<file path="src/rtl/io_bus_arbiter_pkg.sv">
// Shared types and defaults for the two-master I/O bus arbiter.
package io_arb_pkg;

   typedef enum logic [2:0] {
      ST_IDLE,
      ST_ISSUE,
      ST_WAIT,
      ST_RESP,
      ST_RELEASE
   } state_e;

   localparam int unsigned TIMEOUT_CYCLES_DEF = 255;
   localparam logic [15:0] ERR_DATA_DEF       = 16'hFFFF;

   typedef struct packed {
      logic        rw;
      logic [15:0] address;
      logic [1:0]  byte_enable;
      logic [15:0] write_data;
   } req_t;

endpackage

</file>
<file path="src/rtl/io_bus_arbiter_rr_arb2.sv">
// Two-input round-robin arbiter; on a tie the master not granted last wins.
module rr_arb2 (
   input  logic clk_i,
   input  logic rst_i,
   input  logic en_i,
   input  logic req_a_i,
   input  logic req_b_i,
   output logic gnt_a_o,
   output logic gnt_b_o
);

   logic last_b_q, last_b_d;

   // Grant decision and last-grant update, the latter only when a grant is taken
   always_comb begin
      gnt_b_o  = req_b_i && (!req_a_i || !last_b_q);
      gnt_a_o  = req_a_i && !gnt_b_o;
      last_b_d = last_b_q;
      if (en_i && (req_a_i || req_b_i)) begin
         last_b_d = gnt_b_o;
      end
   end

   // Last-grant register; resets to B so A wins the first tie
   always_ff @(posedge clk_i) begin
      if (rst_i) begin
         last_b_q <= 1'b1;
      end else begin
         last_b_q <= last_b_d;
      end
   end

endmodule

</file>
<file path="src/rtl/io_bus_arbiter.sv">
// Shares the 16-bit peripheral bus between masters A and B, one transaction
// at a time, with a watchdog that aborts unacknowledged transactions.
module io_bus_arbiter
   import io_arb_pkg::*;
#(
   parameter int unsigned TIMEOUT_CYCLES = TIMEOUT_CYCLES_DEF,
   parameter logic [15:0] ERR_DATA       = ERR_DATA_DEF
) (
   input  logic        clk_clk,
   input  logic        reset_reset,
   input  logic        a_bus_enable,
   input  logic        a_rw,
   input  logic [15:0] a_address,
   input  logic [1:0]  a_byte_enable,
   input  logic [15:0] a_write_data,
   output logic [15:0] a_read_data,
   output logic        a_acknowledge,
   input  logic        b_bus_enable,
   input  logic        b_rw,
   input  logic [15:0] b_address,
   input  logic [1:0]  b_byte_enable,
   input  logic [15:0] b_write_data,
   output logic [15:0] b_read_data,
   output logic        b_acknowledge,
   output logic        p_bus_enable,
   output logic        p_rw,
   output logic [15:0] p_address,
   output logic [1:0]  p_byte_enable,
   output logic [15:0] p_write_data,
   input  logic [15:0] p_read_data,
   input  logic        p_acknowledge,
   output logic        irq,
   input  logic        irq_clear,
   output logic        err_src
);

   localparam logic [15:0] TO_LAST = 16'(TIMEOUT_CYCLES - 1);

   state_e      state_q, state_d;
   req_t        req_q, req_d, preq_q, preq_d, a_req, b_req;
   logic        gnt_b_q, gnt_b_d;
   logic [15:0] cnt_q, cnt_d;
   logic        pbe_q, pbe_d;
   logic [15:0] a_rd_q, a_rd_d, b_rd_q, b_rd_d;
   logic        a_ack_q, a_ack_d, b_ack_q, b_ack_d;
   logic        irq_q, irq_d, err_q, err_d;
   logic        arb_gnt_a, arb_gnt_b, timeout;

   assign a_req = '{a_rw, a_address, a_byte_enable, a_write_data};
   assign b_req = '{b_rw, b_address, b_byte_enable, b_write_data};

   rr_arb2 u_arb (
      .clk_i   (clk_clk),
      .rst_i   (reset_reset),
      .en_i    (state_q == ST_IDLE),
      .req_a_i (a_bus_enable),
      .req_b_i (b_bus_enable),
      .gnt_a_o (arb_gnt_a),
      .gnt_b_o (arb_gnt_b)
   );

   // Next-state and registered-output logic for the transaction sequencer
   always_comb begin
      state_d = state_q;
      req_d   = req_q;
      preq_d  = preq_q;
      gnt_b_d = gnt_b_q;
      cnt_d   = cnt_q;
      pbe_d   = pbe_q;
      a_rd_d  = a_rd_q;
      b_rd_d  = b_rd_q;
      a_ack_d = 1'b0;
      b_ack_d = 1'b0;
      irq_d   = irq_q;
      err_d   = err_q;
      timeout = 1'b0;
      unique case (state_q)
         ST_IDLE: begin
            if (arb_gnt_a || arb_gnt_b) begin
               gnt_b_d = arb_gnt_b;
               req_d   = arb_gnt_b ? b_req : a_req;
               state_d = ST_ISSUE;
            end
         end
         ST_ISSUE: begin
            preq_d  = req_q;
            pbe_d   = 1'b1;
            cnt_d   = '0;
            state_d = ST_WAIT;
         end
         ST_WAIT: begin
            // A peripheral acknowledge takes priority over an expiring watchdog
            if (p_acknowledge || cnt_q >= TO_LAST) begin
               timeout = !p_acknowledge;
               if (gnt_b_q) b_rd_d = p_acknowledge ? p_read_data : ERR_DATA;
               else         a_rd_d = p_acknowledge ? p_read_data : ERR_DATA;
               pbe_d   = 1'b0;
               state_d = ST_RESP;
            end else if (cnt_q != 16'hFFFF) begin
               cnt_d = cnt_q + 16'd1;
            end
         end
         ST_RESP: begin
            a_ack_d = !gnt_b_q;
            b_ack_d = gnt_b_q;
            state_d = ST_RELEASE;
         end
         ST_RELEASE: state_d = ST_IDLE;
         default:    state_d = ST_IDLE;
      endcase
      // A new timeout outranks a simultaneous clear
      if (timeout) begin
         irq_d = 1'b1;
         err_d = gnt_b_q;
      end else if (irq_clear) begin
         irq_d = 1'b0;
         err_d = 1'b0;
      end
   end

   // State and output registers; reset aborts any transaction without acknowledge
   always_ff @(posedge clk_clk) begin
      if (reset_reset) begin
         state_q <= ST_IDLE;
         req_q   <= '0;
         preq_q  <= '0;
         gnt_b_q <= 1'b0;
         cnt_q   <= '0;
         pbe_q   <= 1'b0;
         a_rd_q  <= '0;
         b_rd_q  <= '0;
         a_ack_q <= 1'b0;
         b_ack_q <= 1'b0;
         irq_q   <= 1'b0;
         err_q   <= 1'b0;
      end else begin
         state_q <= state_d;
         req_q   <= req_d;
         preq_q  <= preq_d;
         gnt_b_q <= gnt_b_d;
         cnt_q   <= cnt_d;
         pbe_q   <= pbe_d;
         a_rd_q  <= a_rd_d;
         b_rd_q  <= b_rd_d;
         a_ack_q <= a_ack_d;
         b_ack_q <= b_ack_d;
         irq_q   <= irq_d;
         err_q   <= err_d;
      end
   end

   assign p_bus_enable  = pbe_q;
   assign p_rw          = preq_q.rw;
   assign p_address     = preq_q.address;
   assign p_byte_enable = preq_q.byte_enable;
   assign p_write_data  = preq_q.write_data;
   assign a_read_data   = a_rd_q;
   assign b_read_data   = b_rd_q;
   assign a_acknowledge = a_ack_q;
   assign b_acknowledge = b_ack_q;
   assign irq           = irq_q;
   assign err_src       = err_q;

endmodule

</file>
<file path="config.mk">
export PLATFORM = sky130hd
export DESIGN_NAME = io_bus_arbiter
export DESIGN_NICKNAME = d
export VERILOG_FILES = /design/src/rtl/io_bus_arbiter_pkg.sv /design/src/rtl/io_bus_arbiter_rr_arb2.sv /design/src/rtl/io_bus_arbiter.sv
export SDC_FILE = /design/constraint.sdc
export NUM_CORES = 1
export LEC_CHECK = 0
export BUFFER_PORTS_ARGS = -buffer_cell sky130_fd_sc_hd__clkbuf_2
export CORE_MARGIN = 5
export CORE_UTILIZATION = 30
export DETAILED_ROUTE_END_ITERATION = 8
export PLACE_DENSITY_LB_ADDON = 0.25
export SLEW_MARGIN = 10
export SYNTH_ARGS = -nofsm -noshare
export SYNTH_HDL_FRONTEND = slang
export SYNTH_SLANG_ARGS = --single-unit
</file>
<file path="constraint.sdc">
create_clock -name clk_clk -period 5 [get_ports clk_clk]
set_input_delay 0.75 -clock clk_clk [delete_from_list [all_inputs] [get_ports clk_clk]]
set_output_delay 0.75 -clock clk_clk [all_outputs]
set_load 0.01 [all_outputs]
</file>
==> reports/results.ini, run 1 <==
[critical_path]
worstPathMaxFanout=22
cp_slowest_cell=a21boi_4
r2r_setup_slack_ns=2.79
cp_slowest_stage_delay_ns=0.85
cp_data_required_time_ns=5.27
r2r-start=state_q[0]$_SDFFE_PP0P_
cp-end-kind=flop
critPathKind=primary input to flop
critPathLaunchType=primary input
cp_data_arrival_time_ns=2.51
cp-startpoint=b_bus_enable
path_cells=clkbuf_2 > a21boi_4 > buf_4 > mux2i_1 > a211oi_1

[clock_network]
cts-resized-gates=0
cts_tree=done
cts_sinks=128
numCtsBuffers=17
clk_pin_slew_worst_paths_ns=0.05
cts_setup_buffers=0
clockRootBuffer=clkbuf_16
clockBufferDepth=2
h-tree-depth=4
clk_latency_ns=0.42
hold_buffers=0

[logic_synthesis]
synth_xor_area_share_pct=0.1751
synth_top_family_by_area=compound AO/OA/AOI/OAI gates
yosysSeqAreaShare_pct=51.24
synth-adder-area-share_pct=0.5004
ys_top_cells_by_area=dfxtp_1 (51%), a21oi_1 (7.7%), mux2i_1 (7.0%)
synth_top_cell_by_area=dfxtp_1
synth_compound_area_share_pct=20.82
ys_seq_elements=128
ys_warn_count=0
synthDistinctLibCells=40
synth.cell_area_mm2=0.005001
syn_nets=644
synthCells=550
synth_top_area_share_pct=51.24
muxShareOfSynthArea_pct=7.005
synth_area_per_cell_um2=9.093
synth-simple-area-share_pct=14.99

[finish]
stdcell_count=927
area_growth_pct=30.62
final_cell_mix=clkbuf_2 (162), dfxtp_1 (128), a21oi_1 (77), nand2_1 (76), nor2_1 (41)
drive_gt1_share_pct=29.42
mostFrequentLayoutCell=clkbuf_2
layout.nets=789
diodes=0
stdcell_area_mm2=0.006533

[grt]
antenna_found_initial=0
grt-ovfl-total=0
grt_pass1_vias=4410
grt_pass1_wl_um=21870
grt.total_usage_pct=13.86
grt_max_degree=63

[flow_run]
drv_cap=0

[pwr]
p_leak_nw=2.860
powerDensity_mw_per_mm2=421.1
finalPower_mw=2.751
peakVddDrop_mv=0.2490

[placed_design]
dp_hpwl_um=9262
place_congestion=0.7919
portBuffers=163
dpl_cell_area_mm2=0.005957
dp.cells=896

[timing]
post-route-period-util_pct=44.79
rsz0062_at_grt=false
layout_min_cycle_time_ns=2.240
finalHoldViolCount=0
tns_ns=0
fmax_ghz=0.4465
drv_slew=0
fin_skew_ns=0.01189
tightest_slew_ns=1.074
setup_viol=0
max-slew-margin-rel_pct=28.20

[outcome]
outcome=finished clean

[die]
dieHeight_um=139.1
ios=164
rows=47
coreArea_mm2=0.01647
start_util_pct=30.37
die_area_mm2=0.01935
die_w_um=139.1

[detailed_routing]
drt-wirelength-per-cell_um=14.23
ant_nets=0
vias_per_cell=4.696
totalWireLength_um=13190
drt_iter0_markers=196
dr.pass1.iters=4
num_vias=4353
drcViolationCount=0

[hold_path]
hold_start=req_q[6]$_SDFFE_PP0P_
hold_path.class=flop to flop

critical path, delay by kind of cell:
kind            cells  cell delay [ns]
mux                 1             0.25
buf+inv             2             0.54
compound gates      2             0.95
worst paths after layout:
path,endpoint,depth (start not counted)
setup / recovery,req_q[18]$_SDFFE_PP0P_,5
hold reg to reg,p_write_data[6]$_SDFFE_PP0P_,2
setup reg to reg,req_q[10]$_SDFFE_PP0P_,5
hold / removal,p_write_data[6]$_SDFFE_PP0P_,2
through the flow:
stage          util (%)  hold slack (ns)  setup slack [ns]
6_report          39.67           0.4503             2.760
2_1_floorplan         -           0.4323             3.089
3_5_place_dp      36.18           0.4435             2.309
3_3_place_gp      36.18           0.4376             2.424
4_1_cts           39.67           0.4520             2.756
5_1_grt           39.67           0.4686             2.554
flip-flops by register name (all words and copies together) (netlist names), 2 cells and up:
name and count:
p_byte_enable 2, p_write_data 16, state_q 3, b_read_data 16, a_read_data 16, p_address 16
cnt_q 16, req_q 35
layer usage:
metal / global-route usage (%) / vias to the layer above / wire length (um)
li1: - / 2197 / -
met1: 17.40 / 2008 / 6015
met2: 21.66 / 132 / 6052
met3: 5.000 / 16 / 874
met4: 5.716 / 0 / 248
met5: 0 / - / 0
where the power goes:
part | switching [mW] | total, mW | leakage (nW) | internal, mW
sequential | 0.0540 | 1.17 | 1.04 | 1.11
clock | 0.423 | 1.20 | 0.287 | 0.780
combinational | 0.228 | 0.381 | 1.53 | 0.154
total | 0.705 | 2.75 | 2.86 | 2.05
synth_stat cells, drive strengths merged:
cell,n
mux2i,35
o31ai,2
dfxtp,128
and3,3
nor3,6
clkbuf,23
o21ai,6
a31oi,1
o211a,2
and4,1
ha,2
nor3b,3
a21oi,77
inv,19
buf,19
or2,2
or3,4
o311a,1
nor2b,2
nor4bb,1
and2,9
a21boi,1
xnor2,1
or4,1
nand2,76
o311ai,1
nor4b,1
nand2b,1
nor4,2
a211oi,35
nand4,4
o21a,36
o211ai,1
nand3,3
nor2,41
kinds of logic after synthesis:
family	Yosys count
AO/OA/AOI/OAI	163
XOR/XNOR	1
adder cells (fa/ha/maj)	2
buffers and inverters	61
flip-flops	128
multiplexers	35
AND/OR/NAND/NOR	160
area by class of cell:
class	count	area (um^2)
Sequential cell	128	2562
Fill cell	1690	9933
Tap cell	220	275.3
Inverter	19	71.32
Multi-Input combinational cell	361	2192
Clock buffer	25	495.5
Clock inverter	6	80.08
Timing Repair Buffer	168	855.8
No activity file was read; power rests on OpenSTA's default activity.
==> run 2: changes to the inputs <==
- clock period: 5 -> 2.3 ns (I/O delays scaled with it)
==> run 2 against run 1 <==
  * First-iteration DRC count down 19%
  * Register-to-register slack worse by 2.6 ns
  * Worst setup slack worse by 2.5 ns
  * Sequential power up 120%
  * Die area unchanged
  * Count of clock-buffer cells in the layout down 2
  * Flip-flop and latch count unchanged
  * Via count down 0.87%
  * Utilization up 0.72 points
  * Non-clock buffer count up 4
  * Final cell count up 0.54%
  * Critical path depth down 1
==> reports/results.ini, run 2 (synthesized netlist as in run 1, its figures left out) <==
[outcome]
outcome=finished clean  ; unchanged

[finish]
largest_register_ffs=35  ; unchanged
stdcell_area_mm2=0.006651  ; was 0.006533 mm^2
layout.nets=793  ; was 789
area_growth_pct=33.00  ; was 30.62%
drive_gt1_share_pct=30.34  ; was 29.42%
diodes=0  ; unchanged
mostFrequentLayoutCell=clkbuf_2  ; unchanged
top_register=req_q  ; unchanged
stdcell_count=932  ; was 927
final_cell_mix=clkbuf_2 (162), dfxtp_1 (128), a21oi_1 (77), nand2_1 (76), nor2_1 (41)  ; unchanged

[critical_path]
critPathKind=flop to flop  ; was primary input to flop
critPathLaunchType=flop  ; was primary input
cp_slowest_cell=o311ai_4  ; was a21boi_4
cp_data_required_time_ns=2.65  ; was 5.27 ns
cp_data_arrival_time_ns=2.44  ; was 2.51 ns
path_cells=nand4_1 > o311ai_4 > o211a_2 > o21a_1  ; was clkbuf_2 > a21boi_4 > buf_4 > mux2i_1 > a211oi_1
cp_slowest_stage_delay_ns=0.72  ; was 0.85 ns
cp-end-kind=flop  ; unchanged
cp.buffers_inverters=0  ; was 2
r2r-start=cnt_q[4]$_SDFFE_PP0P_  ; was state_q[0]$_SDFFE_PP0P_
worstPathMaxFanout=19  ; was 22
r2r_setup_slack_ns=0.21  ; was 2.79 ns
cp-startpoint=cnt_q[4]$_SDFFE_PP0P_  ; was b_bus_enable
path_delay_family=compound AO/OA/AOI/OAI gates  ; unchanged
r2r-end=b_read_data[3]$_SDFFE_PP0P_  ; was req_q[10]$_SDFFE_PP0P_
reg2reg_depth=4  ; was 5

[detailed_routing]
num_vias=4315  ; was 4353
drt-wirelength-per-cell_um=13.65  ; was 14.23 um
vias_per_cell=4.630  ; was 4.696
totalWireLength_um=12720  ; was 13190 um
drcViolationCount=0  ; unchanged
ant_nets=0  ; unchanged
drt_iter0_markers=158  ; was 196
dr.pass1.iters=5  ; was 4

[timing]
post-route-period-util_pct=90.67
fmax_ghz=0.4795
setup_viol=0  ; unchanged
finalHoldViolCount=0  ; unchanged
fin_skew_ns=0.006793  ; was 0.01189 ns
max-slew-margin-rel_pct=52.66  ; was 28.20%
rsz0062_at_grt=false  ; unchanged
layout_min_cycle_time_ns=2.086
drv_slew=0  ; unchanged
tightest_slew_ns=0.7085  ; was 1.074 ns
whs_ns=0.2518  ; was 0.4503 ns
tns_ns=0  ; unchanged

[die]
ios=164  ; unchanged
die_w_um=139.1  ; unchanged
die_area_mm2=0.01935  ; unchanged
start_util_pct=30.37  ; unchanged
dieHeight_um=139.1  ; unchanged
rows=47  ; unchanged
coreArea_mm2=0.01647  ; unchanged

[clock_network]
cts_setup_buffers=0  ; unchanged
clockRootBuffer=clkbuf_16  ; unchanged
cts-resized-gates=0  ; unchanged
clk_latency_ns=0.41  ; was 0.42 ns
h-tree-depth=4  ; unchanged
cts_tree=done  ; unchanged
cts_sinks=128  ; unchanged
clk_pin_slew_worst_paths_ns=0.05  ; about the same
clockBufferDepth=2  ; unchanged
hold_buffers=0  ; unchanged
numCtsBuffers=17  ; unchanged

[pwr]
finalPower_mw=6.179  ; was 2.751 mW
p_int_mw=4.627  ; was 2.046 mW
powerDensity_mw_per_mm2=929.0  ; was 421.1 mW/mm^2
swShare_pct=25.12  ; was 25.62%
power_switching_mw=1.552  ; was 0.7048 mW
peakVddDrop_mv=0.5793  ; was 0.2490 mV
power_frac_seq_pct=41.0  ; was 42.4%
combPwrFrac_pct=13.9  ; about the same
clkPwrFrac_pct=45.0  ; was 43.7%
p_leak_nw=2.913  ; was 2.860 nW

[grt]
grt_max_degree=59  ; was 63
grt-ovfl-total=0  ; unchanged
antenna_found_initial=0  ; unchanged
grt_pass1_vias=4284  ; was 4410
grt.total_usage_pct=13.16  ; was 13.86%
grt_pass1_wl_um=20900  ; was 21870 um

[placed_design]
dp.cells=900  ; was 896
place_congestion=0.7556  ; was 0.7919
dp_hpwl_um=9249  ; was 9262 um
dpl_cell_area_mm2=0.006025  ; was 0.005957 mm^2
portBuffers=163  ; unchanged

[hold_path]
hold_start=a_byte_enable[1]  ; was req_q[6]$_SDFFE_PP0P_
whs_endpoint=req_q[17]$_SDFFE_PP0P_  ; was p_write_data[6]$_SDFFE_PP0P_
hold_path.class=primary input to flop  ; was flop to flop
hold_depth=3  ; was 2

[flow_run]
drv_cap=0  ; unchanged

## run 2: cell count changes in the layout (fill, tap and decap cells not counted), sizes merged
| cell | delta |
|---|---|
| buf | +4 |
| clkbuf | -2 |
| clkinvlp | +2 |
| bufinv | +1 |
## run 2: area by class of cell
| cell class | instances | area [um^2] |
|---|---|---|
| Clock buffer | 23 | 498.0 |
| Clock inverter | 9 | 128.9 |
| Multi-Input combinational cell | 361 | 2192 |
| Fill cell | 1668 | 9814 |
| Inverter | 19 | 71.32 |
| Sequential cell | 128 | 2562 |
| Timing Repair Buffer | 172 | 923.4 |
| Tap cell | 220 | 275.3 |
## run 2: worst max path at each step
stage | slack [ns] | to | cells past startpoint
2_1_floorplan | 0.62 | a_read_data[10]$_SDFFE_PP0P_ | 7
3_3_place_gp | 0.36 | a_read_data[11]$_SDFFE_PP0P_ | 4
3_5_place_dp | 0.22 | a_read_data[5]$_SDFFE_PP0P_ | 4
4_1_cts | 0.21 | b_read_data[3]$_SDFFE_PP0P_ | 4
5_1_grt | 0.0003 | b_read_data[9]$_SDFFE_PP0P_ | 4
6_report | 0.21 | b_read_data[3]$_SDFFE_PP0P_ | 4
## run 2: per-layer routing
layer	track usage (%)	up-vias	share of wire (%)
met5	0	-	0
met4	4.377	0	1.5
met3	5.207	16	7.0
met2	20.86	134	46
met1	16.41	1959	46
li1	-	2206	-
## run 2: worst reg2reg max path: cells and delay by family (launching register included)
kind	cells	cell delay [ns]
AO/OA/AOI/OAI	3	1.40
flip-flops	1	0.40
AND/OR/NAND/NOR	1	0.23
## run 2: power by group through the flow
stage | clock network, mW | registers, mW | logic [mW]
2_1_floorplan | 0 | 2.58 | 0.546
3_3_place_gp | 0 | 2.58 | 0.859
3_5_place_dp | 0 | 2.58 | 0.877
4_1_cts | 2.84 | 2.54 | 0.879
5_1_grt | 2.95 | 2.56 | 0.971
6_report | 2.78 | 2.54 | 0.860
## run 2: per-stage QoR
| step | utilization, % | setup WS, ns |
|---|---|---|
| 4_1_cts | 40.40 | 0.2072 |
| 3_5_place_dp | 36.59 | 0.2204 |
| 5_1_grt | 40.40 | 0.0002696 |
| 3_3_place_gp | 36.59 | 0.3620 |
| 2_1_floorplan | - | 0.6166 |
| 6_report | 40.40 | 0.2145 |
==> run 3: changes to the inputs <==
- ABC_AREA: not set -> 1
- BUFFER_PORTS_ARGS: -buffer_cell sky130_fd_sc_hd__clkbuf_2 -> not set
- DONT_BUFFER_PORTS: not set -> 1
==> run 3 against run 2 <==
  * Final cell count rose by 0.32%
  * Routed wire length increased by 24%
  * Combinational power is 13% lower
  * Critical endpoint is now cnt_q[3]$_SDFFE_PP0P_
==> reports/results.ini, run 3 <==
[timing]
fin_skew_ns=0.01351  ; was 0.006793 ns
tightest_slew_ns=0.6802  ; was 0.7085 ns
drv_slew=0  ; unchanged
finalHoldViolCount=0  ; unchanged
layout_min_cycle_time_ns=1.814  ; was 2.086 ns
fin_ws_ns=0.4856  ; was 0.2145 ns
whs_ns=0.06764  ; was 0.2518 ns
fmax_ghz=0.5511  ; was 0.4795 GHz
post-route-period-util_pct=78.89  ; was 90.67%
max-slew-margin-rel_pct=54.59  ; was 52.66%
rsz0062_at_grt=false  ; unchanged
setup_viol=0  ; unchanged
tns_ns=0  ; unchanged

[clock_network]
clockBufferDepth=2  ; unchanged
clockRootBuffer=clkbuf_16  ; unchanged
cts_tree=done  ; unchanged
cts_sinks=128  ; unchanged
clk_pin_slew_worst_paths_ns=0.05  ; about the same
numCtsBuffers=17  ; unchanged
cts-resized-gates=0  ; unchanged
h-tree-depth=4  ; unchanged
clk_latency_ns=0.42  ; was 0.41 ns

[detailed_routing]
vias_per_cell=5.017  ; was 4.630
drcViolationCount=0  ; unchanged
dr.pass1.iters=6  ; was 5
totalWireLength_um=15760  ; was 12720 um
ant_nets=0  ; unchanged
drt-wirelength-per-cell_um=16.86  ; was 13.65 um
drt_iter0_markers=286  ; was 158
num_vias=4691  ; was 4315

[pwr]
swShare_pct=27.28  ; was 25.12%
power_switching_mw=1.703  ; was 1.552 mW
p_int_mw=4.539  ; was 4.627 mW
clkPwrFrac_pct=47.2  ; was 45.0%
peakVddDrop_mv=0.4721  ; was 0.5793 mV
power_frac_seq_pct=40.8  ; was 41.0%
p_leak_nw=2.299  ; was 2.913 nW
powerDensity_mw_per_mm2=1009  ; was 929.0 mW/mm^2
finalPower_mw=6.242  ; was 6.179 mW
combPwrFrac_pct=12.0  ; was 13.9%

[critical_path]
cp_data_arrival_time_ns=2.15  ; was 2.44 ns
critPathKind=flop to flop  ; unchanged
crit_cells=7  ; was 4
path_common_cell=nand2_2
cp_data_required_time_ns=2.63  ; was 2.65 ns
reg2reg_depth=7  ; was 4
cp_slowest_cell=inv_2  ; was o311ai_4
r2r_setup_slack_ns=0.49  ; was 0.21 ns
r2r-end=cnt_q[3]$_SDFFE_PP0P_  ; was b_read_data[3]$_SDFFE_PP0P_
cp_slowest_stage_delay_ns=0.36  ; was 0.72 ns
cp-startpoint=state_q[2]$_SDFFE_PP0P_  ; was cnt_q[4]$_SDFFE_PP0P_
r2r-start=state_q[2]$_SDFFE_PP0P_  ; was cnt_q[4]$_SDFFE_PP0P_
path_delay_family=simple AND/OR/NAND/NOR gates  ; was compound AO/OA/AOI/OAI gates
cp.buffers_inverters=1  ; was 0
endpoint=cnt_q[3]$_SDFFE_PP0P_  ; was b_read_data[3]$_SDFFE_PP0P_
cp-end-kind=flop  ; unchanged
critPathLaunchType=flop  ; unchanged
path_cells=nor2_2 > nand2_2 > inv_2 > nand2_4 > nand2_2 > nand2_1 > a21oi_1  ; was nand4_1 > o311ai_4 > o211a_2 > o21a_1
worstPathMaxFanout=24  ; was 19

[grt]
grt-ovfl-total=0  ; unchanged
grt_pass1_vias=4443  ; was 4284
grt.total_usage_pct=15.23  ; was 13.16%
grt_max_degree=45  ; was 59
antenna_found_initial=0  ; unchanged
grt_pass1_wl_um=24760  ; was 20900 um

[placed_design]
dp.cells=901  ; was 900
place_congestion=0.7888  ; was 0.7556
place_ws_ns=0.5169  ; was 0.2204 ns
dp_hpwl_um=10270  ; was 9249 um
portBuffers=0  ; was 163
dpl_cell_area_mm2=0.005512  ; was 0.006025 mm^2

[die]
die_w_um=143.9  ; was 139.1 um
die_area_mm2=0.02070  ; was 0.01935 mm^2
start_util_pct=30.24  ; was 30.37%
rows=49  ; was 47
coreArea_mm2=0.01778  ; was 0.01647 mm^2
dieHeight_um=143.9  ; was 139.1 um
ios=164  ; unchanged

[logic_synthesis]
synth.cell_area_mm2=0.005376  ; was 0.005001 mm^2
yosysSeqAreaShare_pct=47.66  ; was 51.24%
synthDistinctLibCells=31  ; was 40
synth_common_cells=nand2_1 (146), a21oi_1 (130), dfxtp_1 (128), inv_1 (61), nand3_1 (50)  ; was dfxtp_1 (128), a21oi_1 (77), nand2_1 (76), nor2_1 (41), o21a_1 (36)
synth_enable_flop_cells=0  ; unchanged
ys_seq_elements=128  ; unchanged
ys_warn_count=0  ; unchanged
ys_top_cells_by_area=dfxtp_1 (48%), a21oi_1 (12%), nand2_1 (10%)  ; was dfxtp_1 (51%), a21oi_1 (7.7%), mux2i_1 (7.0%)
synthCells=712  ; was 550
synth_most_common_cell=nand2_1  ; was dfxtp_1
syn_nets=806  ; was 644
async_flop_share_pct=0  ; unchanged
synth_area_per_cell_um2=7.551  ; was 9.093 um^2
synth_ff_type=dfxtp_1  ; unchanged
synth_top_cell_by_area=dfxtp_1  ; unchanged
synth_top_area_share_pct=47.66  ; was 51.24%

[finish]
seq_area_mm2=0.002562  ; unchanged
stdcell_area_mm2=0.006188  ; was 0.006651 mm^2
multiInputGateArea_mm2=0.002318  ; was 0.002192 mm^2
final_cell_mix=nand2_1 (146), a21oi_1 (130), dfxtp_1 (128), inv_1 (61), nand3_1 (50)  ; was clkbuf_2 (162), dfxtp_1 (128), a21oi_1 (77), nand2_1 (76), nor2_1 (41)
top_register=req_q  ; unchanged
area_growth_pct=15.10  ; was 33.00%
layout.nets=787  ; was 793
stdcell_count=935  ; was 932
mostFrequentLayoutCell=nand2_1  ; was clkbuf_2
drive_gt1_share_pct=11.47  ; was 30.34%
largest_register_ffs=35  ; unchanged
num-fill-cells=1918  ; was 1668
diodes=0  ; unchanged
fin_util_pct=34.81  ; was 40.40%

[flow_run]
drv_cap=0  ; unchanged

[outcome]
outcome=finished clean  ; unchanged

[hold_path]
hold_path.class=primary input to flop  ; unchanged

[run 3: changes by cell type in the layout (fill, tap and decap cells not counted), sizes merged, moves of 4 or more]
cell	delta
mux2i	-35
inv	+52
nand2	+76
a21oi	+75
nand4	+28
clkbuf	-163
or3	-4
o21a	-36
nand3	+48
nor3	-4
nor2	-11
o21ai	+30
a211oi	-35
and2	-9
[run 3: worst min-delay path by stage]
| stage | start | to | depth (start not counted) | slack, ns |
|---|---|---|---|---|
| floorplan | cnt_q[11]$_SDFFE_PP0P_ | cnt_q[11]$_SDFFE_PP0P_ | 2 | 0.42 |
| global placement | reset_reset | p_write_data[2]$_SDFFE_PP0P_ | 1 | 0.42 |
| detailed placement | reset_reset | p_write_data[2]$_SDFFE_PP0P_ | 1 | 0.42 |
| CTS | b_write_data[12] | req_q[12]$_SDFFE_PP0P_ | 2 | 0.05 |
| global route | b_address[9] | req_q[27]$_SDFFE_PP0P_ | 2 | 0.05 |
| finish | reset_reset | state_q[2]$_SDFFE_PP0P_ | 1 | 0.07 |
[run 3: cell type report]
type / instances / area share [%]
Sequential cell: 128 / 41.41
Multi-Input combinational cell: 464 / 37.46
Clock buffer: 22 / 7.663
Tap cell: 229 / 4.630
Inverter: 69 / 4.226
Clock inverter: 10 / 2.790
Timing Repair Buffer: 13 / 1.820
[run 3: what timing repair did]
item                      4_1_cts  5_1_grt
hold endpoints to repair       44        0
buffers inserted                0        0
hold buffers                    2        0
[run 3: kinds of logic (layout without fill, tap and decap cells)]
family          count (synthesis)  after routing  synth area share [%]
simple gates                  270            270                 22.57
compound gates                190            190                 19.76
flops                         128            128                 47.66
buf+inv                       120            114                 9.216
fa+ha+maj                       2              2                0.4654
xor+xnor                        2              2                0.3259
[run 3: power by group through the flow]
stage	clock network, mW	logic (mW)	registers, mW
6_report	2.95	0.748	2.55
5_1_grt	3.13	0.848	2.57
4_1_cts	3.01	0.754	2.55
3_5_place_dp	0	0.725	2.60
3_3_place_gp	0	0.724	2.60
2_1_floorplan	0	0.598	2.56
[run 3: routing by layer]
layer	vias up	wire [um]	global-route usage, %
met5	-	0	0
met4	0	160	4.311
met3	14	1853	8.087
met2	179	7006	22.39
met1	2171	6744	19.45
li1	2327	-	-
